## src/rtl/mem_port_arbiter.sv

```systemverilog
// Shares one single-port synchronous memory between the fetch and data ports.
// Data has priority unless fetch has been starved; read data is steered back a cycle later.
module mem_port_arbiter #(
  parameter int unsigned MEM_DEPTH   = 1024,
  parameter int unsigned IF_MAX_WAIT = 3
) (
  input  logic        clk1,
  input  logic        rst_n,
  input  logic        if_req,
  input  logic [31:0] if_addr,
  output logic        if_gnt,
  output logic        if_rvalid,
  output logic [31:0] if_rdata,
  output logic        if_err,
  input  logic        d_req,
  input  logic        d_we,
  input  logic [31:0] d_addr,
  input  logic [31:0] d_wdata,
  output logic        d_gnt,
  output logic        d_rvalid,
  output logic [31:0] d_rdata,
  output logic        d_err,
  output logic        mem_en,
  output logic        mem_we,
  output logic [31:0] mem_addr,
  output logic [31:0] mem_wdata,
  input  logic [31:0] mem_rdata
);

  typedef enum logic [2:0] {IDLE, RD_IF, RD_D, WR_D, ERR_IF, ERR_D} owner_e;

  owner_e     state;
  logic       err_ld;
  logic [3:0] starve_cnt;
  logic       if_ok, d_ok, if_win;

  assign if_ok  = if_addr < 32'(MEM_DEPTH);
  assign d_ok   = d_addr < 32'(MEM_DEPTH);
  assign if_win = if_req && (!d_req || starve_cnt >= 4'(IF_MAX_WAIT));

  assign if_gnt    = rst_n && if_win;
  assign d_gnt     = rst_n && d_req && !if_win;
  // Out-of-range winners still get their grant but never reach the memory.
  assign mem_en    = (if_gnt && if_ok) || (d_gnt && d_ok);
  assign mem_we    = d_gnt && d_ok && d_we;
  assign mem_addr  = if_gnt ? if_addr : (d_gnt ? d_addr : '0);
  assign mem_wdata = mem_we ? d_wdata : '0;

  always_ff @(posedge clk1) begin
    if (!rst_n) begin
      state      <= IDLE;
      err_ld     <= 1'b0;
      starve_cnt <= '0;
    end else begin
      err_ld <= !d_we;
      if (if_gnt)     state <= if_ok ? RD_IF : ERR_IF;
      else if (d_gnt) state <= !d_ok ? ERR_D : (d_we ? WR_D : RD_D);
      else            state <= IDLE;
      if (if_req && !if_gnt)
        starve_cnt <= (starve_cnt == 4'hf) ? starve_cnt : starve_cnt + 4'd1;
      else
        starve_cnt <= '0;
    end
  end

  // Responses are masked while reset is asserted so an in-flight read is dropped.
  assign if_rvalid = rst_n && (state == RD_IF || state == ERR_IF);
  assign if_err    = rst_n && (state == ERR_IF);
  assign if_rdata  = (rst_n && state == RD_IF) ? mem_rdata : '0;
  assign d_rvalid  = rst_n && (state == RD_D || (state == ERR_D && err_ld));
  assign d_err     = rst_n && (state == ERR_D);
  assign d_rdata   = (rst_n && state == RD_D) ? mem_rdata : '0;

endmodule
```

## config.mk

```make
export PLATFORM = sky130hd
export DESIGN_NAME = mem_port_arbiter
export DESIGN_NICKNAME = d
export VERILOG_FILES = /design/src/rtl/mem_port_arbiter.sv
export SDC_FILE = /design/constraint.sdc
export NUM_CORES = 1
export LEC_CHECK = 0
export ABC_AREA = 1
export CAP_MARGIN = 25
export CORE_AREA = 2 2 105 107
export DETAILED_ROUTE_END_ITERATION = 10
export DIE_AREA = 0 0 107 109
export GPL_TIMING_DRIVEN = 0
export PLACE_DENSITY = 0.63
export SKIP_LAST_GASP = 1
export SLEW_MARGIN = 20
export SYNTH_ARGS = -nofsm -noshare
export SYNTH_HDL_FRONTEND = slang
export SYNTH_SLANG_ARGS = --single-unit
```

## constraint.sdc

```tcl
create_clock -name clk1 -period 1.9 [get_ports clk1]
set_clock_uncertainty 0.05 [all_clocks]
set_input_delay 0.475 -clock clk1 [delete_from_list [all_inputs] [get_ports clk1]]
set_output_delay 0.475 -clock clk1 [all_outputs]
set_load 0.01 [all_outputs]
```

== Word level (Yosys, flattened, before mapping) ==
Cells that the tools add are included.

* Muxes and demuxes: 10
* Order comparisons: 3
* Equality and inequality tests: 5
* Reductions and logical operators: 24
* Add/sub/neg operators: 1

{| class="wikitable"
|+ Operators with widths
! operator !! count
|-
| 2-to-1 mux 32 bit || 5
|-
| < comparator 32 x 11 -> 1 bit (second input constant) || 2
|-
| logical AND 1 bit || 15
|-
| 2-to-1 mux 3 bit || 4
|-
| equality test 3 bit (second input constant) || 2
|-
| adder 4 x 1 -> 4 bit (second input constant) || 1
|-
| equality test 4 bit (second input constant) || 1
|-
| >= comparator 4 x 2 -> 1 bit (second input constant) || 1
|-
| logical NOT 1 bit || 4
|-
| logical OR 1 bit || 4
|-
| equality test 3 x 1 -> 1 bit (second input constant) || 1
|-
| equality test 3 x 2 -> 1 bit (second input constant) || 1
|-
| AND reduction 2 bit || 1
|-
| 2-to-1 mux 1 bit || 1
|}

* Flip-flop bits (word level): 8
* Output and inout port bits: 136
* Word-level logic and storage cells: 46
* Input port bits: 133

== Longest topological paths before layout ==
* Word-level depth: 8
* Mapped depth: 8
* Mapped depth without buffers: 8

== Worst setup path after synthesis ==
OpenSTA, ideal clock, no wires.

* Path type: register to output
* From: register starve_cnt[0]
* To: output port mem_wdata[10]
* Path slack: -0.010 ns
* Path buffers: 1
* Stages on the path, launching flop included: 7
* Data required time: 1.375 ns
* Arrival time: 1.385 ns
* Cells stage by stage: dfxtp_1 -> ha_1 -> nand3b_2 -> a21oi_4 -> nand3_4 -> buf_6 -> nor2_2

* Word-level cells in the longest chain between the ends: 8

{| class="wikitable"
|+ RTL lines
! item !! line !! RTL
|-
| start, declared || 34 || <nowiki>logic [3:0] starve_cnt;</nowiki>
|-
| start signal, assigned || 60 || <nowiki>starve_cnt <= (starve_cnt == 4'hf) ? starve_cnt : starve_cnt + 4'd1;</nowiki>
|-
| >= comparator 4 x 2 -> 1 bit || 39 || <nowiki>assign if_win = if_req && (!d_req || starve_cnt >= 4'(IF_MAX_WAIT));</nowiki>
|-
| logical OR 1 bit || 39 ||
|-
| logical AND 1 bit || 39 ||
|-
| logical NOT 1 bit || 42 || <nowiki>assign d_gnt = rst_n && d_req && !if_win;</nowiki>
|-
| logical AND 1 bit || 42 ||
|-
| logical AND 1 bit (2 in series) || 45 || <nowiki>assign mem_we = d_gnt && d_ok && d_we;</nowiki>
|-
| 2-to-1 mux 32 bit || 47 || <nowiki>assign mem_wdata = mem_we ? d_wdata : '0;</nowiki>
|-
| end, declared || 26 || <nowiki>output logic [31:0] mem_wdata,</nowiki>
|}

Every way passes these cells.

== Worst setup path in the final report ==
* From: register starve_cnt[0]
* To: output port mem_wdata[28]

The elaborated chain is that of the path after synthesis.

==> run summary <==
Utilization after layout: 52.0%
Switch Pwr: 0.380 mW
Sw Share: 34.3%
CTS tree: yes
Gr ovfl total: 0
PwrDens: 201 nW/um^2
Top cell type's share of synthesized area: 23.0%
Startpoint Class: flip-flop
Mean Syn Cell Area: 4.65 sq um
Seq/Total Area, Yosys: 9.35%
Final hold vios: 0
Setup violators final: 85
Synth Cell Area: 1710 sq um
Max-slew violation count: 0
Routability cong.: 0.742
Vias in the first global route: 3322
Crit path kind: flip-flop to output pin
Inst Count DP: 777
H-tree depth: 1
Routed length per instance: 13.4 um
Maximum root-to-sink buffer count: 2
Critical Path AT: 1.84 ns
Die ar.: 11700 sq um
Worst-path maximum fanout: 8
Top post-synthesis cells by area: nand2_1 23%, nor2_1 21%, inv_1 18%
Residual DRC: 0
Syn-to-layout area delta: 222%
Setup TNS Final: -24.49 ns
Ratio of cells with drive above 1 in the final layout: 51.0%
Max Cap Viol: 0
Hold Buf Count CTS: 0
Ys Warns: 0
DR vias: 3510
DRT iter0 DRCs: 126
Clock slew seen by the registers of the worst setup and hold paths: 0.04 ns
Worst-Skew Late Latency: 0.22 ns
Leakage Power: 3.02 nW
Chip width: 107 um
DR pass1 iterations: 4
DRT Wirelength: 11.5 mm
Clk sinks: 8
First-pass GRT wire length: 15.8 mm
Required @ worst endpoint: 1.37 ns
Clock network power share: 17.7%
Initial Util: 16.2%
Crit end category: output pin
# rows: 38
Layout Nets: 853
Post-Synthesis Cells: 368
Comb pwr share: 66.0%
Failing checks: negative setup slack
Worst min-delay path class: flip-flop to flip-flop
Finished Layout Cells: 857
Port Buffers: 268
Detailed placer's ending HPWL: 8.41 mm
Antenna violations before repair: 0
FF-to-FF path depth: 9
P_int: 0.729 mW
Maximum clock rate: 0.423 GHz
Via density: 4.10
Core ar.: 10600 sq um
RSZ-0062 raised after global routing: true
Netlist cell types: 21
GR Util All Layers: 16.8%
# diodes: 0
Dominant cell type by area after synthesis: nand2_1
Sequential share of power: 16.3%
Total power: 1.11 mW
Num CTS Buffers: 3
Status: finished, violations left
Hold Path Cell Cnt: 2
DRT antenna net count: 0
IO Pins: 269
Final worst slack: -0.466 ns
Post-layout minimum cycle time: 2.37 ns
Pin count of the biggest net entering global routing: 11
Number of synthesized register bits: 8
Final Cycle Share: 125%
Clock root buffer: clkbuf_8
Die Y: 109 um
Worst IR Drop VDD: 0.116 mV
==> cell usage after synthesis <==
cell,instances
ha_1,1
nand3_1,8
clkbuf_1,6
o21ai_0,7
nand3b_2,1
nor2_1,96
a21oi_1,2
o22ai_1,2
inv_2,1
buf_6,5
nand3_4,1
nand2_1,105
inv_1,83
buf_2,3
nor3_1,1
conb_1,1
nor4_1,2
nand4_1,5
a21oi_4,1
nor2_2,29
dfxtp_1,8
==> routing by layer <==
layer | track usage (%) | up-vias | share of wire [%]
met4 | 3.99 | 0 | 1.4
met2 | 35.1 | 180 | 57
met3 | 2.93 | 12 | 8.1
met5 | 0 | - | 0
met1 | 17.1 | 1569 | 34
li1 | - | 1749 | -
==> registers in the layout, summed over array words and instances, names as in the netlist <==
signal,count
starve_cnt,4
state,3
err_ld,1
==> cell usage in the layout, fill, tap and decap left out, types with 2 or more instances in the layout <==
cell type and n:
buf_8 11, buf_4 38, nor2_2 45, nor2_4 35
buf_6 66, inv_2 11, dlygate4sd2_1 27, dfxtp_1 3
buf_2 98, nand2_1 96, clkbuf_16 4, nor4_4 2
clkbuf_8 3, buf_12 5, clkdlybuf4s15_2 8, clkdlybuf4s15_1 4
nand4_1 5, clkbuf_2 11, a21oi_1 2, dfxtp_2 4
o21ai_0 3, clkdlybuf4s50_1 85, o21ai_1 3, nand3_1 3
nor2_1 45, inv_1 72, nand3_4 4, nand3_2 2
conb_1 2, nand2_4 2, nand2_2 7
==> through the flow <==
step           worst slack [ns]  instance area (sq um)  hold slack, ns
3_5_place_dp              -1.27                   4580           0.461
3_3_place_gp              -1.31                   4580           0.418
2_1_floorplan            0.0282                   1730           0.408
5_1_grt                  -0.546                   5510           0.502
6_report                 -0.466                   5510           0.469
4_1_cts                  -0.462                   5160           0.461
==> area by class of cell <==
class                           instances  area [sq um]
Inverter                               84           328
Fill cell                            1051          5090
Clock buffer                            3          41.3
Timing Repair Buffer                  346          3020
Buffer                                 12           169
Sequential cell                         8           169
Multi-Input combinational cell        263          1600
Timing Repair inverter                  1          11.3
Tap cell                              140           175
==> final timing paths <==
path                 startpoint            end  slack (ns)
hold / removal    starve_cnt[2]  starve_cnt[0]        0.47
hold reg to reg   starve_cnt[2]  starve_cnt[0]        0.47
setup / recovery  starve_cnt[0]  mem_wdata[28]       -0.47
setup reg to reg  starve_cnt[0]       state[0]        0.46
==> power by group through the flow <==
stage	Sequential, mW	Clock [mW]	Combinational (mW)
final	0.181	0.197	0.731
after global routing	0.182	0.215	0.785
after CTS	0.180	0.202	0.683
after detailed placement	0.183	0	0.615
after global placement	0.182	0	0.611
after floorplan	0.182	0	0.175
==> worst max-delay path: stages (launching register included) <==
cell and delay [ns]:
dfxtp_2 0.33, ha_4 0.15, nand3b_4 0.16, a21oi_4 0.18, buf_12 0.14, nand3_4 0.13
buf_8 0.17, buf_12 0.14, nor2_2 0.07, buf_2 0.13
==> cells by family (layout without fill, tap and decap cells) <==
family          Yosys count  in the layout  share of synthesized area (%)
compound gates           12             12                           4.31
flops                     8              8                           9.35
simple gates            248            248                           61.5
buf+inv                  98            446                           23.9
fa+ha+maj                 1              1                          0.730
other cells               1              2                          0.219
==> timing repair <==
action                                  CTS  global route
setup buffers                            62            14
endpoints found under the setup margin  138           124
pin swaps                                50            22
gates cloned                              7             4
gates resized for setup                 692           193
Power figures use the tool's default switching activity.
